`config.mk`:
```
export PLATFORM = sky130hd
export DESIGN_NAME = mem_stage
export DESIGN_NICKNAME = d
export VERILOG_FILES = /design/src/rtl/mem_stage_pkg.sv /design/src/rtl/mem_stage_load_align.sv /design/src/rtl/mem_stage.sv
export SDC_FILE = /design/constraint.sdc
export NUM_CORES = 1
export LEC_CHECK = 0
export BUFFER_PORTS_ARGS = -buffer_cell sky130_fd_sc_hd__buf_2
export CAP_MARGIN = 20
export CORE_AREA = 2 2 127 129
export CTS_CLUSTER_SIZE = 8
export DETAILED_ROUTE_END_ITERATION = 16
export DIE_AREA = 0 0 129 131
export PLACE_DENSITY = 0.5
export SLEW_MARGIN = 20
export SYNTH_ARGS = -nofsm -noshare
export SYNTH_HDL_FRONTEND = slang
export SYNTH_SLANG_ARGS = --single-unit
```
`constraint.sdc`:
```
create_clock -name clk -period 2.97 [get_ports clk]
set_clock_uncertainty 0.2 [all_clocks]
set_input_delay 0.4455 -clock clk [delete_from_list [all_inputs] [get_ports clk]]
set_output_delay 0.4455 -clock clk [all_outputs]
set_load 0.01 [all_outputs]
```
`src/rtl/mem_stage_pkg.sv`:
```
// Shared definitions for the MEM pipeline stage: branch condition codes,
// load/store width codes, FSM state encoding and small decode helpers.
package mem_stage_pkg;

    typedef enum logic [2:0] {
        COND_NEVER   = 3'b000,
        COND_ZERO    = 3'b001,
        COND_NZERO   = 3'b010,
        COND_LESS    = 3'b011,
        COND_NLESS   = 3'b100,
        COND_GT      = 3'b101,
        COND_LE      = 3'b110,
        COND_NEVER_B = 3'b111
    } cond_e;

    typedef enum logic [1:0] {
        LT_WORD   = 2'b00,
        LT_BYTE_S = 2'b01,
        LT_BYTE_U = 2'b10,
        LT_HALF_S = 2'b11
    } load_type_e;

    typedef enum logic {
        ST_IDLE = 1'b0,
        ST_WAIT = 1'b1
    } state_e;

    // Branch condition evaluation from the ALU flags.
    function automatic logic cond_taken(input logic [2:0] cond,
                                        input logic zero,
                                        input logic less);
        logic taken;
        case (cond)
            COND_ZERO:  taken = zero;
            COND_NZERO: taken = ~zero;
            COND_LESS:  taken = less;
            COND_NLESS: taken = ~less;
            COND_GT:    taken = ~less & ~zero;
            COND_LE:    taken = less | zero;
            default:    taken = 1'b0;
        endcase
        return taken;
    endfunction

    // Word accesses need a 4-byte boundary, halfword accesses a 2-byte one.
    function automatic logic misaligned(input logic [1:0] lt,
                                        input logic [1:0] lb);
        logic err;
        case (lt)
            LT_WORD:   err = (lb != 2'b00);
            LT_HALF_S: err = lb[0];
            default:   err = 1'b0;
        endcase
        return err;
    endfunction

    // Byte-lane enables for the selected access width and offset.
    function automatic logic [3:0] byte_enables(input logic [1:0] lt,
                                                input logic [1:0] lb);
        logic [3:0] be;
        case (lt)
            LT_WORD:   be = 4'b1111;
            LT_HALF_S: be = 4'b0011 << lb;
            default:   be = 4'b0001 << lb;
        endcase
        return be;
    endfunction

    // Replicate the low byte/halfword so any enabled lane carries the data.
    function automatic logic [31:0] lane_replicate(input logic [1:0] lt,
                                                   input logic [31:0] sd);
        logic [31:0] wd;
        case (lt)
            LT_WORD:   wd = sd;
            LT_HALF_S: wd = {2{sd[15:0]}};
            default:   wd = {4{sd[7:0]}};
        endcase
        return wd;
    endfunction

endpackage

```
`src/rtl/mem_stage_load_align.sv`:
```
// Load data alignment: picks the addressed lane out of the read word and
// sign- or zero-extends it to 32 bits according to the load type.
module load_align
    import mem_stage_pkg::*;
(
    input  logic [31:0] rdata_i,
    input  logic [1:0]  load_type_i,
    input  logic [1:0]  load_byte_i,
    output logic [31:0] data_o
);

    logic [15:0] lane_s;

    // Shift the addressed byte down to bit 0, then extend per load type.
    always_comb begin
        lane_s = 16'(rdata_i >> {load_byte_i, 3'b000});
        data_o = rdata_i;
        case (load_type_i)
            LT_WORD:   data_o = rdata_i;
            LT_BYTE_S: data_o = {{24{lane_s[7]}}, lane_s[7:0]};
            LT_BYTE_U: data_o = {24'h000000, lane_s[7:0]};
            LT_HALF_S: data_o = {{16{lane_s[15]}}, lane_s};
            default:   data_o = rdata_i;
        endcase
    end

endmodule

```
`src/rtl/mem_stage.sv`:
```
// MEM pipeline stage: resolves branch/jump redirects, issues data-memory
// requests with a two-state wait FSM, stalls upstream while a request is
// outstanding, and registers the MEM/WB results on the falling clock edge.
module mem_stage
    import mem_stage_pkg::*;
(
    input  logic        clk,
    input  logic        Reset,
    input  logic [31:0] PC_Branch_in,
    input  logic [31:0] PC_Jump_in,
    input  logic [31:0] ALUShift_out_in,
    input  logic        Jump_in,
    input  logic        Less_in,
    input  logic        Zero_in,
    input  logic        Overflow_in,
    input  logic [2:0]  Condition_in,
    input  logic [1:0]  LoadType_in,
    input  logic [1:0]  LoadByte_in,
    input  logic        RegWr_in,
    input  logic        MemWr_in,
    input  logic        MemtoReg_in,
    input  logic [4:0]  Rd_in,
    input  logic [31:0] Store_data_in,
    output logic        mem_req,
    output logic        mem_we,
    output logic [31:0] mem_addr,
    output logic [3:0]  mem_be,
    output logic [31:0] mem_wdata,
    input  logic [31:0] mem_rdata,
    input  logic        mem_ack,
    output logic        PC_Src,
    output logic [31:0] PC_Target,
    output logic        Stall,
    output logic        Addr_err,
    output logic        RegWr_wb,
    output logic [4:0]  Rd_wb,
    output logic [31:0] WbData_wb
);

    state_e      state_q, state_d;
    logic        access_s;
    logic        req_s;
    logic [31:0] load_data_s;
    logic        regwr_q, regwr_d;
    logic [4:0]  rd_q, rd_d;
    logic [31:0] wbdata_q, wbdata_d;

    load_align u_load_align (
        .rdata_i     (mem_rdata),
        .load_type_i (LoadType_in),
        .load_byte_i (LoadByte_in),
        .data_o      (load_data_s)
    );

    // Redirect decode; an unconditional jump overrides any branch target.
    always_comb begin
        PC_Src = Jump_in | cond_taken(Condition_in, Zero_in, Less_in);
        if (Jump_in) begin
            PC_Target = PC_Jump_in;
        end else begin
            PC_Target = PC_Branch_in;
        end
    end

    // Access qualification and memory-side address/lane/data formatting.
    // Overflowing or misaligned operations never reach memory.
    always_comb begin
        Addr_err  = misaligned(LoadType_in, LoadByte_in);
        access_s  = (MemWr_in | MemtoReg_in) & ~Addr_err & ~Overflow_in;
        mem_addr  = {ALUShift_out_in[31:2], 2'b00};
        mem_be    = byte_enables(LoadType_in, LoadByte_in);
        mem_wdata = lane_replicate(LoadType_in, Store_data_in);
    end

    // Request FSM next state: IDLE issues and completes on a same-cycle ack,
    // WAIT keeps the request asserted until the ack arrives.
    always_comb begin
        state_d = state_q;
        req_s   = 1'b0;
        case (state_q)
            ST_IDLE: begin
                req_s = access_s;
                if (access_s & ~mem_ack) begin
                    state_d = ST_WAIT;
                end else begin
                    state_d = ST_IDLE;
                end
            end
            ST_WAIT: begin
                req_s = 1'b1;
                if (mem_ack) begin
                    state_d = ST_IDLE;
                end else begin
                    state_d = ST_WAIT;
                end
            end
            default: begin
                req_s   = 1'b0;
                state_d = ST_IDLE;
            end
        endcase
    end

    // Request and stall drop immediately while reset is asserted, even if the
    // EX/MEM inputs still describe an access.
    always_comb begin
        mem_req = req_s & ~Reset;
        mem_we  = mem_req & MemWr_in;
        Stall   = mem_req & ~mem_ack;
    end

    // MEM/WB next values: a bubble while stalled, otherwise the stage result.
    always_comb begin
        regwr_d  = 1'b0;
        rd_d     = 5'd0;
        wbdata_d = 32'h0000_0000;
        if (Stall) begin
            regwr_d  = 1'b0;
            rd_d     = 5'd0;
            wbdata_d = 32'h0000_0000;
        end else begin
            regwr_d = RegWr_in & ~Overflow_in & ~Addr_err;
            rd_d    = Rd_in;
            if (MemtoReg_in) begin
                wbdata_d = load_data_s;
            end else begin
                wbdata_d = ALUShift_out_in;
            end
        end
    end

    // FSM state register, falling-edge clocked.
    always_ff @(negedge clk or posedge Reset) begin
        if (Reset) begin
            state_q <= ST_IDLE;
        end else begin
            state_q <= state_d;
        end
    end

    // MEM/WB pipeline register, falling-edge clocked.
    always_ff @(negedge clk or posedge Reset) begin
        if (Reset) begin
            regwr_q  <= 1'b0;
            rd_q     <= 5'd0;
            wbdata_q <= 32'h0000_0000;
        end else begin
            regwr_q  <= regwr_d;
            rd_q     <= rd_d;
            wbdata_q <= wbdata_d;
        end
    end

    assign RegWr_wb  = regwr_q;
    assign Rd_wb     = rd_q;
    assign WbData_wb = wbdata_q;

endmodule

```
### After elaboration in Yosys (flattened, before gate mapping)

Cells that the tools add are included.

| storage, ports and cells | value |
|---|---|
| flip-flop bits (word level) | 39 |
| bits of input ports | 182 |

| operators by class | value |
|---|---|
| equal/unequal tests | 9 |
| shifts and indexed selects | 3 |
| multiplexer cells | 14 |
| bitwise gates (word level) | 19 |
| reductions and logical operators | 2 |

Operators with widths:

| cell | count |
|---|---|
| $pmux W32 S4 | 1 |
| $mux W32 | 3 |
| $pmux W32 S2 | 1 |
| $shr A32 B5 Y16 | 1 |
| $and A1 B1 Y1 | 9 |
| $eq A3 B3 Y1 const B | 3 |
| $pmux W4 S2 | 1 |
| $not A1 Y1 | 7 |
| $eq A3 B2 Y1 const B | 2 |
| $pmux W1 S2 | 3 |
| $pmux W1 S6 | 1 |
| $mux W5 | 1 |
| $eq A2 B2 Y1 const B | 2 |
| $shl A1 B2 Y4 const A | 1 |
| $shl A2 B2 Y4 const A | 1 |
| $eq A3 B1 Y1 const B | 1 |
| $mux W1 | 3 |
| $or A1 B1 Y1 | 3 |
| $eq A2 B1 Y1 const B | 1 |
| $logic_not A2 Y1 | 1 |
| $reduce_bool A2 Y1 | 1 |

### Depth between registers and ports, before layout

Gate-level depths: netlist (run 1).

| logic depth | value |
|---|---|
| depth after elaboration | 9 |
| mapped depth | 9 |

### By module

From an unflattened synthesis (run 1), not the netlist that was laid out.

| unflattened totals | value |
|---|---|
| cells, all modules | 415 |
| area, all modules | 3779.9 µm² |

Modules (own cells, without submodules):

| module | times used | cells an instance | area an instance (µm²) | seq. area each (µm²) |
|---|---|---|---|---|
| mem_stage | 1 | 302 | 3005.4 | 975.9 |
| load_align | 1 | 113 | 774.5 | 0.0 |

==> reports/results.ini, run 1 <==
[yosys]
synth_commonest_cells=buf_4 (40), dfrtn_1 (39), nand2_1 (35), mux2_2 (32)
async_flop_share=1.00
synth_top_area_share=0.316
synth-seq-cells=39
synthMostInstantiatedCell=buf_4
synthTopCellsByArea=dfrtn_1 (32%), mux2_2 (12%), buf_4 (9.7%)
seq_area_frac_synth=0.316
yosysUniqueCellTypes=38
syn_area_mm2=0.00309
yosys.area.top_type=dfrtn_1
syn_area_per_cell_um2=8.72
yosys_warnings=0
synthCells=354
synth_top_flop_cell=dfrtn_1
synth_edf_count=0

[worst_setup_path]
critPathRequiredTime_ps=2320
criticalPathCategory=reg2out
start_kind=flip-flop
crit_arrival_ps=2870
r2r-start=state_q$_DFF_NP0_
end_kind=output port
critPathLaunch=state_q$_DFF_NP0_
crit_fanout=2

[cells_and_area]
antenna_cells=0
area_delta_synth_final_pct=84.6
fin_nets=852
drive_gt1_frac=0.701
fill_cells=1615

[sta]
rsz0062_at_grt=true
final_max_slew_viol_count=0
setup_viol=46
slew_headroom=0.474
setup_slack_ps=-549
hold_violations=0
worst_slew_pin_slew_ps=787
setup-tns-final_ps=-13080

[drt]
drt_iter0_drc=157
first_pass_iters=5
via_per_inst=4.52
route.detailed.wl_per_inst_um=17.4
wirelength_um=15300
vias=3989
drc=0
drtAntennaViolNets=0

[cts]
insertion_delay_ps=310
clk_pin_slew_ps=40
cts_tree=yes
clock-sinks=39
cts-buffers-inserted=5
cts_root_buf=clkbuf_16
clk_path_buf_depth=2
htree_levels=2

[min_path]
min_from=state_q$_DFF_NP0_
min_path_type=reg2reg

[global_routing]
grt_pass1_wl_um=21200
grt_max_degree=40
grt_pass1_vias=3929
grt_overflow=0
antenna_found_initial=1
track_usage=0.168

[flow_run]
maxCapViolCount=0

[placement]
pre_cts_ws_ps=-594
place_congestion=0.771
io_buffers=322
hpwl_um=12900

[die]
die_area_mm2=0.0169
die_x_um=129
initial_core_util=0.198
boundaryPins=325
dieHeight_um=131
rows=46
core_area_mm2=0.0156

[power_and_ir_drop]
power_uw=2160
leakage_uw=0.00289
pwr_density_cell_mw_per_mm2=378
peakVddDrop_uv=338

[run_status]
status=finished, violations left
violations=setup timing

[per-layer routing]
| metal | wire (µm) | up-vias | track usage |
|---|---|---|---|
| li1 | - | 1867 | - |
| met2 | 8920 | 245 | 0.357 |
| met5 | 12 | - | 0 |
| met1 | 4840 | 1844 | 0.154 |
| met4 | 439 | 2 | 0.0684 |
| met3 | 1110 | 31 | 0.0301 |
[power by group]
group	internal, µW	switching (µW)
Combinational	445	457
Sequential	599	21.0
Clock	418	217
[flip-flops by register name (all words and copies together), names as in the netlist]
name,cells
WbData_wb,32
RegWr_wb,1
Rd_wb,5
state_q,1
[final timing paths]
path | endpoint | slack (ps) | cells after the start
min reg2reg | state_q$_DFF_NP0_ | 480 | 4
max | mem_we | -550 | 6
max in group asynchronous | WbData_wb[18]$_DFF_NP0_ | 830 | 4
min in group asynchronous | WbData_wb[2]$_DFF_NP0_ | 1500 | 4
min | state_q$_DFF_NP0_ | 480 | 4
max reg2reg | WbData_wb[17]$_DFF_NP0_ | 1390 | 6
[layout by cell type (no fill, tap or decap), types with 2 or more instances in the layout]
master,netlist,final
o211ai_1,2,2
buf_2,4,308
o21ai_0,10,9
buf_8,0,3
nor3_1,31,8
nor3_4,0,9
o2bb2ai_1,8,8
a21oi_2,0,7
nor2_1,7,5
dfrtn_1,39,39
a21o_1,2,2
nand2b_1,9,8
a21oi_4,1,2
o21bai_1,2,2
inv_1,7,3
mux2_2,32,32
buf_12,0,8
buf_6,3,21
nand2_1,35,34
mux2i_1,8,8
nor2b_1,10,8
nor3_2,0,14
o311ai_0,2,2
a22oi_1,9,9
conb_1,1,2
nor2_2,0,2
ha_4,0,4
a31oi_1,7,7
a22o_1,8,8
clkbuf_16,0,6
nor2b_4,0,2
o22ai_1,31,31
buf_4,40,32
[kinds of logic (layout without fill, tap and decap cells)]
| family | after synthesis | after routing | share of synthesized area |
|---|---|---|---|
| adders and majority gates | 5 | 5 | 0.0203 |
| other | 1 | 2 | 0.00121 |
| muxes | 41 | 41 | 0.150 |
| DFF | 39 | 39 | 0.316 |
| AOI/OAI and AO/OA | 94 | 94 | 0.210 |
| and+or+nand+nor | 97 | 97 | 0.152 |
| buffers and inverters | 77 | 388 | 0.151 |
[stage by stage]
| stage | hold WS, ps | cell area [µm²] | std cells | utilization |
|---|---|---|---|---|
| 3_3_place_gp | 484 | 5040 | 864 | 0.323 |
| 2_1_floorplan | 356 | 3280 | 355 | - |
| 5_1_grt | 509 | 5700 | 882 | 0.365 |
| 3_5_place_dp | 488 | 5040 | 864 | 0.323 |
| 6_report | 481 | 5700 | 882 | 0.365 |
| 4_1_cts | 472 | 5600 | 883 | 0.359 |
[worst max-delay path, cell delays in order (launching register included)]
cell	delay, ps
dfrtn_1	410
inv_2	50
buf_6	100
o31a_1	110
buf_6	130
nor3b_2	130
buf_2	150
[timing repair]
item	in CTS	in global routing
setup buffers	9	4
endpoints found under the setup margin	58	63
hold buffers	0	0
gates resized for setup	51	36
cloned	3	1
pin swaps	15	12
[final cells by class]
class	count	area (µm²)	area share
sequential	39	976	0.171
clock inverter	2	35.0	0.00615
inverter	7	41.3	0.00724
multi-input combinational	239	1990	0.349
timing repair buffer	373	2250	0.394
clock buffer	6	139	0.0244
tap	216	270	0.0474
Power figures use the tool's default switching activity.
==> inputs of run 2 (changes only) <==
==> constraint.sdc (replaced) <==
create_clock -name clk -period 2.97 [get_ports clk]
set_clock_uncertainty 0.2 [all_clocks]
set_input_delay 0.594 -clock clk [delete_from_list [all_inputs] [get_ports clk]]
set_output_delay 0.594 -clock clk [all_outputs]
set_load 0.01 [all_outputs]
==> run 2 against run 1 <==
Against the previous run: the run still ends with setup timing left; via count rose by 1.7%; non-clock buffer count rose by 15; cell count rose by 1.8%; routed wire length rose by 1.1%; sequential power barely moved; clock power rose by 0.8%; clock-buffer cell count did not move; largest power group unchanged.
==> reports/results.ini, run 2 (synthesized netlist as in run 1, its figures left out) <==
[power_and_ir_drop]
pwr-share-clk=0.292  ; -0.002
pwr-share-seq=0.283  ; -0.004
peakVddDrop_uv=208  ; -38%
combPwrFrac=0.425  ; +0.007
p_sw_uw=711  ; +2.4%
leakage_uw=0.00298  ; +3.4%
pwr_density_cell_mw_per_mm2=373  ; -1.5%
switching_share=0.324  ; +0.00215
internal-power_uw=1480  ; +1.4%

[cells_and_area]
fin_nets=867  ; +1.8%
largest_register_ffs=32  ; unchanged
layout_commonest_cell=buf_2
area_delta_synth_final_pct=90.6
fill_cells=1580  ; -2.2%
fin_cells=898  ; +1.8%
final_cell_mix=buf_2 (308), buf_4 (46), dfrtn_1 (39)
drive_gt1_frac=0.721  ; +0.0198
post-route-util=0.377  ; +0.0118

[worst_setup_path]
end_kind=output port
critPathRequiredTime_ps=2180  ; -140 ps
slowest_stage=dfrtn_1
crit_fanout=2  ; unchanged
worstPathCellList=inv_2 -> buf_4 -> o32ai_4 -> buf_12 -> buf_6
r2r_slack_ps=1280  ; -110 ps
criticalPathCategory=reg2out
critPathTopFamily=buffers and inverters
crit_buf_inv=4  ; unchanged
max_stage_delay_ps=400  ; about the same
start_kind=flip-flop
crit_arrival_ps=2870  ; about the same

[global_routing]
grt_busiest_layer=met2
grt_overflow=0  ; unchanged
grt_use_met1=0.165  ; +0.0107
antenna_found_initial=2  ; +1
grt_max_degree=40  ; unchanged
track_usage=0.164  ; -0.00414
met2_usage=0.341  ; -0.0156
grt_pass1_wl_um=20900  ; -1.4%
gr-usage-met3=0.0248  ; -0.00529
grt_pass1_vias=3938  ; +0.23%

[cts]
cts_root_buf=clkbuf_16
cts_tree=yes
htree_levels=2  ; unchanged
cts-buffers-inserted=5  ; unchanged
hold_buffers=0  ; unchanged
clock-sinks=39  ; unchanged
clk_pin_slew_ps=50  ; about the same
insertion_delay_ps=310  ; about the same
clk_path_buf_depth=2  ; unchanged

[die]
die_area_mm2=0.0169  ; unchanged
boundaryPins=325  ; unchanged
dieHeight_um=131  ; unchanged
rows=46  ; unchanged
initial_core_util=0.198  ; unchanged
die_x_um=129  ; unchanged
core_area_mm2=0.0156  ; unchanged

[drt]
route.detailed.wl_per_inst_um=17.2  ; -0.75%
wirelength_um=15500  ; +1.1%
drtAntennaViolNets=0  ; unchanged
via_per_inst=4.52  ; -0.13%
drt_iter0_drc=158  ; +0.64%
drc=0  ; unchanged
first_pass_iters=4  ; -1
vias=4056  ; +1.7%

[sta]
setup_slack_ps=-693  ; -144 ps
hold_violations=0  ; unchanged
final_max_slew_viol_count=0  ; unchanged
rsz0062_at_grt=true
whs_ps=590  ; +109 ps
setup_viol=80  ; +74%
worst_slew_pin_slew_ps=564  ; -223 ps
slew_headroom=0.623  ; +0.149

[flow_run]
maxCapViolCount=0  ; unchanged

[run_status]
violations=setup timing
status=finished, violations left

[placement]
place_congestion=0.859  ; +11%
hpwl_um=12600  ; -2.3%
dpl.cell_count=875  ; +1.3%
io_buffers=322  ; unchanged
pre_cts_ws_ps=-745  ; -150 ps

[min_path]
min_path_type=reg2reg

run 2: cell count changes in the layout (fill, tap and decap cells not counted), moves of 2 or more:
| cell | change |
|---|---|
| o22ai_2 | +2 |
| buf_16 | +2 |
| nor3_1 | -5 |
| o22ai_1 | -2 |
| nor3_2 | +7 |
| buf_4 | +14 |
| nor3_4 | -2 |
run 2: cell type report:
cell class | count | area [µm²] | share of cell area
diodes | 1 | 2.50 | 0.000425
clock buffers | 6 | 139 | 0.0236
clock inverters | 2 | 35.0 | 0.00595
inverters | 7 | 47.5 | 0.00808
multi-input cells | 239 | 2030 | 0.345
flip-flops and latches | 39 | 976 | 0.166
well taps | 216 | 270 | 0.0459
repair buffers | 388 | 2380 | 0.405
run 2: metrics by stage:
stage               area [µm²]  TNS (ps)  total power, µW
floorplan                 3280    -22060             1040
finish                    5880    -23400             2190
global placement          5110    -28080             1430
detailed placement        5110    -29790             1440
CTS                       5740    -24320             2180
global route              5880    -25880             2300
run 2: worst register-to-register path: stages, from the launching register on:
cell and delay (ps):
dfrtn_1 400, inv_2 40, buf_4 130, o32ai_4 260, buf_4 180, buf_12 130, buf_16 140, nor3_2 50
run 2: power by group through the flow:
stage / clock network, µW / logic (µW) / registers, µW
5_1_grt: 673 / 1000 / 627
3_5_place_dp: 0 / 808 / 630
3_3_place_gp: 0 / 800 / 630
4_1_cts: 647 / 907 / 622
6_report: 640 / 931 / 622
2_1_floorplan: 0 / 385 / 657
run 2: metal layers:
| layer | wire length [µm] | share of wire | vias to the layer above |
|---|---|---|---|
| li1 | - | - | 1903 |
| met1 | 5330 | 0.34 | 1908 |
| met2 | 8820 | 0.57 | 224 |
| met3 | 1010 | 0.065 | 21 |
| met4 | 320 | 0.021 | 0 |
| met5 | 0 | 0 | - |
run 2: worst paths after layout:
path                                            to              start  depth (start not counted)
hold reg to reg                  state_q$_DFF_NP0_  state_q$_DFF_NP0_                          5
min in group asynchronous   WbData_wb[1]$_DFF_NP0_              Reset                          4
hold / removal                   state_q$_DFF_NP0_  state_q$_DFF_NP0_                          5
setup / recovery                             Stall  state_q$_DFF_NP0_                          5
max in group asynchronous  WbData_wb[18]$_DFF_NP0_              Reset                          4
setup reg to reg           WbData_wb[17]$_DFF_NP0_  state_q$_DFF_NP0_                          7
run 2: timing repair:
| action | in CTS | in global routing |
|---|---|---|
| pin swaps | 15 | 15 |
| gates cloned | 5 | 1 |
| setup endpoints to repair | 88 | 80 |
| resized for setup | 57 | 48 |
| setup buffers | 10 | 7 |
==> inputs of run 3 (changes only) <==
- MAX_ROUTING_LAYER: default -> met4
==> run 3 against run 2 <==
Against the previous run: the flow still finishes with violations (setup timing); clock power barely moved; first-iteration DRC count fell by 1.3%; sequential power barely moved; flip-flop and latch count did not move; cell count did not move; die area did not move; non-clock buffer count did not move; worst setup slack got worse by 1.6 ps; power rose by 0.13%; register-to-register slack barely moved; combinational power barely moved; routed wire length rose by 0.43%; critical endpoint unchanged; largest power group unchanged.
==> reports/results.ini, run 3 (synthesized netlist as in run 1, its figures left out) <==
[global_routing]
grt_pass1_wl_um=20900  ; -0.23%
track_usage=0.169  ; +0.00477
grt_overflow=0  ; unchanged
grt_pass1_vias=3942  ; +0.10%
antenna_found_initial=2  ; unchanged
grt_max_degree=40  ; unchanged

[placement]
io_buffers=322  ; unchanged
place_congestion=0.873  ; +1.6%
dpl.cell_count=875  ; unchanged
hpwl_um=12600  ; unchanged

[worst_setup_path]
max_stage_delay_ps=400  ; about the same
worstPathCellList=inv_2 -> buf_4 -> o32ai_4 -> buf_12 -> buf_6
start_kind=flip-flop
crit_fanout=2  ; unchanged
critPathRequiredTime_ps=2180  ; about the same
end_kind=output port
slowest_stage=dfrtn_1
crit_arrival_ps=2870  ; about the same
criticalPathCategory=reg2out

[power_and_ir_drop]
peakVddDrop_uv=209  ; +0.29%
pwr_density_cell_mw_per_mm2=373  ; +0.13%
power_uw=2200  ; +0.13%
leakage_uw=0.00298  ; unchanged

[drt]
drc=0  ; unchanged
first_pass_iters=4  ; unchanged
wirelength_um=15500  ; +0.43%
route.detailed.wl_per_inst_um=17.3  ; +0.43%
vias=4072  ; +0.39%
drtAntennaViolNets=0  ; unchanged
drt_iter0_drc=156  ; -1.3%
via_per_inst=4.53  ; +0.39%

[die]
die_area_mm2=0.0169  ; unchanged
die_x_um=129  ; unchanged
boundaryPins=325  ; unchanged
rows=46  ; unchanged
core_area_mm2=0.0156  ; unchanged
dieHeight_um=131  ; unchanged
initial_core_util=0.198  ; unchanged

[cts]
cts_tree=yes
clk_path_buf_depth=2  ; unchanged
clk_pin_slew_ps=50  ; about the same
cts-buffers-inserted=5  ; unchanged
cts_root_buf=clkbuf_16
clock-sinks=39  ; unchanged
htree_levels=2  ; unchanged
insertion_delay_ps=310  ; about the same

[cells_and_area]
layout_commonest_cell=buf_2
largest_register_ffs=32  ; unchanged
fin_cells=898  ; unchanged
fill_cells=1580  ; unchanged
post-route-util=0.377  ; unchanged
fin_nets=867  ; unchanged
final_cell_mix=buf_2 (308), buf_4 (46), dfrtn_1 (39)
area_delta_synth_final_pct=90.6  ; unchanged
drive_gt1_frac=0.721  ; unchanged

[sta]
final_max_slew_viol_count=0  ; unchanged
hold_violations=0  ; unchanged
slew_headroom=0.625  ; +0.00200
worst_slew_pin_slew_ps=561  ; -3.00 ps
setup_slack_ps=-694  ; -1.58 ps
setup-tns-final_ps=-23420  ; -22.0 ps
rsz0062_at_grt=true
setup_viol=80  ; unchanged
whs_ps=591  ; +0.583 ps

[flow_run]
maxCapViolCount=0  ; unchanged

[run_status]
violations=setup timing
status=finished, violations left

[min_path]
min_path_type=reg2reg

[run 3: layout make-up]
cell class / count / area (µm²) / area share
repair buffers: 388 / 2380 / 0.405
multi-input cells: 239 / 2030 / 0.345
flip-flops and latches: 39 / 976 / 0.166
well taps: 216 / 270 / 0.0459
clock buffers: 6 / 139 / 0.0236
inverters: 7 / 47.5 / 0.00808
clock inverters: 2 / 35.0 / 0.00595
diodes: 1 / 2.50 / 0.000425
[run 3: what timing repair did]
item                                    4_1_cts  5_1_grt
setup buffers                                10        7
gates resized for setup                      57       48
hold buffers                                  0        0
cloned                                        5        1
pin swaps                                    15       15
endpoints found under the setup margin       88       80
[run 3: final timing paths]
kind / depth (start not counted) / slack [ps] / to / start
worst max-delay path: 5 / -690 / Stall / state_q$_DFF_NP0_
worst min-delay path: 5 / 590 / state_q$_DFF_NP0_ / state_q$_DFF_NP0_
worst max register to register: 7 / 1280 / WbData_wb[17]$_DFF_NP0_ / state_q$_DFF_NP0_
worst min register to register: 5 / 590 / state_q$_DFF_NP0_ / state_q$_DFF_NP0_
max in group asynchronous: 4 / 660 / WbData_wb[18]$_DFF_NP0_ / Reset
min in group asynchronous: 4 / 1660 / WbData_wb[1]$_DFF_NP0_ / Reset
[run 3: power by group]
part	total (µW)	internal, µW	switching, µW
clock	642	418	224
sequential	621	599	22.5
combinational	933	465	468
[run 3: worst max-delay path: cells and delay by family, from the launching register on]
| kind | cells | cell delay [ps] |
|---|---|---|
| compound gates | 1 | 260 |
| flops | 1 | 400 |
| buf+inv | 4 | 410 |
[run 3: metal layers]
metal	up-vias	track usage	routed length, µm
li1	1897	-	-
met1	1926	0.165	5290
met2	230	0.342	8890
met3	19	0.0236	1050
met4	0	0.0505	310
met5	-	-	0
[run 3: metrics by stage]
step	cell area [µm²]	worst slack [ps]
6_report	5880	-694
5_1_grt	5880	-767
4_1_cts	5740	-701
3_5_place_dp	5110	-745
3_3_place_gp	5110	-708
2_1_floorplan	3280	-732
